`src/rtl/imem_loader.sv`:
```
// imem_loader
//   Parametrised instruction memory with a built-in program loader.
//   A host streams a program in over a valid/ready load port. Once the
//   program is resident the core fetches words over a registered read
//   port with 1-cycle latency. Every read result carries a valid strobe
//   and an out-of-range error flag. Unused outputs are driven to zero
//   rather than left floating.
//
// Parameters
//   DATA_W : instruction word width in bits
//   ADDR_W : address width in bits
//   DEPTH  : number of words, 1 <= DEPTH <= 2**ADDR_W
//
// Ports
//   clk        : clock, rising edge
//   nrst       : asynchronous active-low reset
//   load_start : request to begin a new program load (IDLE or RUN)
//   load_valid : load_data holds a word to write
//   load_last  : with load_valid, marks the final word of the program
//   load_data  : program word
//   load_ready : loader accepts a word this cycle (high only in LOAD)
//   load_done  : a program is resident and reads are enabled (RUN)
//   load_count : number of words in the resident program
//   rd_en      : fetch request
//   rd_addr    : fetch address
//   rd_data    : fetched word, registered, zero unless rd_valid
//   rd_valid   : rd_data holds the word requested in the previous cycle
//   rd_err     : the fetch requested in the previous cycle was rejected

module imem_loader #(
  parameter int DATA_W = 18,
  parameter int ADDR_W = 4,
  parameter int DEPTH  = 16
) (
  input  logic              clk,
  input  logic              nrst,
  input  logic              load_start,
  input  logic              load_valid,
  input  logic              load_last,
  input  logic [DATA_W-1:0] load_data,
  output logic              load_ready,
  output logic              load_done,
  output logic [ADDR_W:0]   load_count,
  input  logic              rd_en,
  input  logic [ADDR_W-1:0] rd_addr,
  output logic [DATA_W-1:0] rd_data,
  output logic              rd_valid,
  output logic              rd_err
);

  localparam logic [1:0] IDLE = 2'd0;
  localparam logic [1:0] LOAD = 2'd1;
  localparam logic [1:0] RUN  = 2'd2;

  // Word count at which the buffer is full and the load ends on its own.
  localparam logic [ADDR_W:0] FULL_COUNT = (ADDR_W + 1)'(DEPTH);

  logic [1:0]        state;
  logic [1:0]        state_next;
  logic [ADDR_W-1:0] wptr;
  logic [ADDR_W-1:0] wptr_next;
  logic [ADDR_W:0]   count_next;
  logic [ADDR_W:0]   count_inc;
  logic              wr_en;
  logic              rd_ok;

  logic [DATA_W-1:0] mem [DEPTH];

  assign load_ready = (state == LOAD);
  assign load_done  = (state == RUN);
  assign count_inc  = load_count + 1'b1;

  // A fetch is honoured only while a program is resident and the address
  // falls inside it. Words beyond load_count may hold stale data from an
  // earlier, longer program and must stay unreachable.
  assign rd_ok = rd_en && (state == RUN) && ({1'b0, rd_addr} < load_count);

  // Loader next-state logic. load_start is only honoured from IDLE or RUN,
  // so a stray start during LOAD cannot restart a load in progress. The
  // load ends after the beat flagged last, or after the beat that fills
  // the buffer; in that case the whole program is kept.
  always_comb begin
    state_next = state;
    wptr_next  = wptr;
    count_next = load_count;
    wr_en      = 1'b0;
    case (state)
      IDLE: begin
        if (load_start) begin
          state_next = LOAD;
          wptr_next  = '0;
          count_next = '0;
        end
      end
      LOAD: begin
        if (load_valid) begin
          wr_en      = 1'b1;
          wptr_next  = wptr + 1'b1;
          count_next = count_inc;
          if (load_last || (count_inc == FULL_COUNT)) begin
            state_next = RUN;
          end
        end
      end
      RUN: begin
        if (load_start) begin
          state_next = LOAD;
          wptr_next  = '0;
          count_next = '0;
        end
      end
      default: begin
        state_next = IDLE;
        wptr_next  = '0;
        count_next = '0;
      end
    endcase
  end

  // Loader state, write pointer and program length.
  always_ff @(posedge clk or negedge nrst) begin
    if (!nrst) begin
      state      <= IDLE;
      wptr       <= '0;
      load_count <= '0;
    end else begin
      state      <= state_next;
      wptr       <= wptr_next;
      load_count <= count_next;
    end
  end

  // Program storage. Reset clears every word so that a fresh block never
  // exposes undefined contents.
  always_ff @(posedge clk or negedge nrst) begin
    if (!nrst) begin
      for (int i = 0; i < DEPTH; i++) begin
        mem[i] <= '0;
      end
    end else if (wr_en) begin
      mem[wptr] <= load_data;
    end
  end

  // Registered read port. Each request yields exactly one result cycle:
  // data with rd_valid, or zero with rd_err. No request yields zero with
  // both flags low.
  always_ff @(posedge clk or negedge nrst) begin
    if (!nrst) begin
      rd_data  <= '0;
      rd_valid <= 1'b0;
      rd_err   <= 1'b0;
    end else begin
      rd_valid <= rd_ok;
      rd_err   <= rd_en && !rd_ok;
      if (rd_ok) begin
        rd_data <= mem[rd_addr];
      end else begin
        rd_data <= '0;
      end
    end
  end

endmodule

```
`config.mk`:
```
export PLATFORM = sky130hd
export DESIGN_NAME = imem_loader
export DESIGN_NICKNAME = d
export VERILOG_FILES = /design/src/rtl/imem_loader.sv
export SDC_FILE = /design/constraint.sdc
export NUM_CORES = 1
export LEC_CHECK = 0
export CAP_MARGIN = 20
export CORE_ASPECT_RATIO = 1.75
export CORE_MARGIN = 10
export CORE_UTILIZATION = 40
export DETAILED_ROUTE_END_ITERATION = 7
export SLEW_MARGIN = 20
export SYNTH_ARGS = -nofsm -noshare
export SYNTH_HDL_FRONTEND = slang
export SYNTH_SLANG_ARGS = --single-unit
```
`constraint.sdc`:
```
create_clock -name clk -period 2.3 [get_ports clk]
set_input_delay 0.23 -clock clk [delete_from_list [all_inputs] [get_ports clk]]
set_output_delay 0.23 -clock clk [all_outputs]
set_load 0.01 [all_outputs]
```
==> impl_metrics.csv <==
group,metric,value,unit
synth,total_of_flip_flops_plus_latches_after_synthesis,319,
synth,post-synth-top-area-fraction,52.74,%
cts,clk_transition_reported_paths,0.07,ns
synth,post_synth_instance_area,0.01514,mm²
worst_setup_path,worst-endpoint-arrival,1.88,ns
sta,final_hold_violations,0,
synth,synth_cell_types,42,
synth,ys_dominant_reg_cell,"sky130_fd_sc_hd__dfrtp_1",
floorplan,die-width,167.0,µm
cts,cts.sink_count,319,
power_and_ir_drop,p_switching,0.003965,W
synth,most_frequent_cell_after_synthesis,"sky130_fd_sc_hd__dfrtp_1",
detailed_routing,routed_wirelength,37080,µm
placement,placement.io_buffers,54,
global_route,first_global_vias,8905,
sta,setup-tns-final,0,ns
global_route,grt.busiest_layer,"met2",
power_and_ir_drop,power_density,876.0,mW/mm²
cts,cts_root_buf,"sky130_fd_sc_hd__clkbuf_16",
sta,worstMarginPinSlew,0.8028,ns
sta,max_slew_margin,46.31,%
power_and_ir_drop,ir_drop,0.0005772,V
global_route,met2_track_demand_over_resource,28.35,%
cells_and_area,synthToLayoutAreaGrowth,16.28,%
placement,place_hpwl,24170,µm
synth,synth_enable_flop_cells,0,
floorplan,die_area,0.04633,mm²
synth,seq_area_frac_synth,52.74,%
worst_setup_path,crit_required,2.07,ns
detailed_routing,post_drt_via_cell_ratio,5.381,
synth,yosysWarningCount,0,
synth,synth_top_area_cell,"sky130_fd_sc_hd__dfrtp_1",
sta,setup-violations-final,0,
worst_setup_path,timing_worst_setup_path_type,"flip-flop to primary output",
cts,numCtsBuffers,30,
detailed_routing,detail_route.iter0.violations,349,
cts,post_cts.resized_instances,0,
sta,fin_worst_hold_slack,0.1871,ns
power_and_ir_drop,fraction_of_power_consumed_by_the_clock_network,33.4,%
global_route,grt.overflow.total,0,
synth,asr_flop_ratio_synth,100.0,%
detailed_routing,wire_per_inst,24.85,µm
synth,ys_top_cells_by_count,"319 x sky130_fd_sc_hd__dfrtp_1, 168 x sky130_fd_sc_hd__mux2_2, 120 x sky130_fd_sc_hd__mux2_4",
worst_setup_path,worst_setup_startpoint,"state[1]",
global_route,met1_usage,20.02,%
power_and_ir_drop,sequential_share_of_power,46.3,%
cts,postCtsSetupBuffers,0,
synth,synth_area_leaders,"sky130_fd_sc_hd__dfrtp_1 53%, sky130_fd_sc_hd__mux2_2 12%, sky130_fd_sc_hd__mux2_4 12%",
global_route,largest_net_degree_at_the_start_of_global_routing,68,
job,maxCapViolCount,0,
synth,syn-mean-instance-area,16.76,µm²
synth,syn_nets,939,
floorplan,floorplan.core_area,0.03752,mm²
placement,gp_congestion,0.7569,
sta,max_clock_freq,0.4750,GHz
power_and_ir_drop,power_switching_share,25.72,%
cells_and_area,finalNetCount,1025,
cts,clock_path_buffers,3,
cells_and_area,share_of_cells_above_drive_strength_1,49.80,%
cts,cts_htree_levels,1,
sta,fin_crit_sh,91.53,%
global_route,groute.layer.met3.usage,1.968,%
floorplan,num_rows,94,
floorplan,ios,55,
cts,clk_latency,0.59,ns
sta,timing.final.crit_period,2.105,ns
floorplan,die_h,277.3,µm
power_and_ir_drop,leakage,8.272,nW
cells_and_area,diode_insertion_count_for_antenna_repair,0,
global_route,grt_pass1_wl,57870,µm
worst_setup_path,critical_path.reg2reg.startpoint,"state[1]",
detailed_routing,route.antenna.remaining_nets,0,
synth,synth_cells,903,
power_and_ir_drop,combinationalPowerShare,20.3,%
global_route,groute.usage.overall,15.96,%
outcome,result_of_the_run,"complete, no violations",
sta,skew,0.03436,ns
power_and_ir_drop,power_report.internal_total,0.01145,W
worst_hold_path,hold_path_class,"input pin to async pin",
worst_setup_path,worst-path-max-fanout,4,
cts,clock_tree_from_tritoncts,"built",
worst_setup_path,element_type_at_the_critical_path_start,"flip-flop",
sta,rsz0062_at_grt,"false",
detailed_routing,drc,0,
floorplan,floorplan.initialDensity,40.34,%
detailed_routing,routed-via-count,8029,
worst_setup_path,critical_path.endpoint_type,"primary output",
sta,max_slew_violation_count,0,
global_route,grt_antenna_before_repair,1,
detailed_routing,drt_pre_antenna_iters,4,
[cell type report]
class,instances,area (µm²)
fillers,3174,19920
repair buffers,118,1326
well taps,480,600.6
flip-flops and latches,319,7983
inverters,10,38.79
clock buffers,43,869.6
clock inverters,12,150.1
multi-input cells,510,6631
[placed cells by master, fill, tap and decap left out, types with 3 or more instances in the layout]
master,synthesis,routed
sky130_fd_sc_hd__dfrtp_1,319,319
sky130_fd_sc_hd__mux2_2,168,168
sky130_fd_sc_hd__mux2_4,120,120
sky130_fd_sc_hd__mux4_2,72,72
sky130_fd_sc_hd__clkdlybuf4s50_1,0,49
sky130_fd_sc_hd__buf_4,4,40
sky130_fd_sc_hd__a211oi_1,37,37
sky130_fd_sc_hd__clkbuf_16,0,30
sky130_fd_sc_hd__buf_12,10,25
sky130_fd_sc_hd__mux2i_1,19,19
sky130_fd_sc_hd__nor2b_1,19,19
sky130_fd_sc_hd__inv_1,9,9
sky130_fd_sc_hd__nand2_1,9,9
sky130_fd_sc_hd__nor2_8,9,9
sky130_fd_sc_hd__clkinv_2,1,8
sky130_fd_sc_hd__ha_1,8,8
sky130_fd_sc_hd__clkbuf_8,0,7
sky130_fd_sc_hd__o21ai_0,7,6
sky130_fd_sc_hd__clkbuf_1,30,6
sky130_fd_sc_hd__nand2b_1,4,4
sky130_fd_sc_hd__a21oi_1,3,3
sky130_fd_sc_hd__nor2_4,3,3
sky130_fd_sc_hd__nand3_4,3,3
sky130_fd_sc_hd__nand2_8,3,3
sky130_fd_sc_hd__xnor2_1,3,3
sky130_fd_sc_hd__bufinv_16,0,3
[metal layers]
metal | up-vias | wire (µm)
met3 | 42 | 1192
met1 | 4333 | 15430
met2 | 127 | 19750
li1 | 3527 | -
met4 | 0 | 704
met5 | - | 0
[power groups by stage]
stage | Clock (W) | Sequential, W | Combinational (W)
2_1_floorplan | 0 | 0.00705 | 0.00241
3_3_place_gp | 0 | 0.00719 | 0.00310
3_5_place_dp | 0 | 0.00722 | 0.00318
4_1_cts | 0.00529 | 0.00714 | 0.00319
5_1_grt | 0.00550 | 0.00727 | 0.00338
6_report | 0.00515 | 0.00714 | 0.00312
[worst max-delay path: stages, from the launching register on]
cell	delay [ns]
sky130_fd_sc_hd__dfrtp_1	0.38
sky130_fd_sc_hd__nand2b_2	0.21
sky130_fd_sc_hd__clkinv_2	0.06
sky130_fd_sc_hd__buf_4	0.12
sky130_fd_sc_hd__clkdlybuf4s50_1	0.54
[registers in the layout, indices dropped and copies added (netlist names)]
signal	count
load_count	5
mem	288
rd_data	18
rd_err	1
rd_valid	1
state	2
wptr	4
[what timing repair did]
item	CTS	global route
endpoints found under the hold margin	58	0
hold buffers	1	0
endpoints found under the setup margin	0	0
[cell families (layout without fill, tap and decap cells)]
family	Yosys count	count (layout)	share of synthesized area [%]
AOI/OAI and AO/OA	55	55	2.571
xor gates and xnor gates	3	3	0.1736
adders and majority gates	8	8	0.6613
buffers and inverters	74	183	3.472
DFF	319	319	52.74
muxes	379	379	36.37
and+or+nand+nor	65	65	4.009
[metrics by stage]
step	std cells	setup slack (ns)	total power [W]	cell area, µm²	util (%)
6_report	1492	0.1947	0.01542	17600	46.91
5_1_grt	1492	0.1009	0.01615	17600	46.91
4_1_cts	1492	0.1478	0.01562	17600	46.91
3_5_place_dp	1436	0.1580	0.01040	16570	44.16
3_3_place_gp	1436	0.1828	0.01029	16570	44.16
2_1_floorplan	903	0.4539	0.009458	15140	-
[worst paths after layout]
path,cells after the start,slack [ns],end
hold / removal,2,0.19,mem[198]
min in group clk,2,0.26,rd_err
hold reg to reg,1,0.46,wptr[3]
setup reg to reg,7,0.27,mem[94]
max in group asynchronous,3,1.23,mem[80]
setup / recovery,4,0.19,load_ready
(Power assumes the default switching activity.)
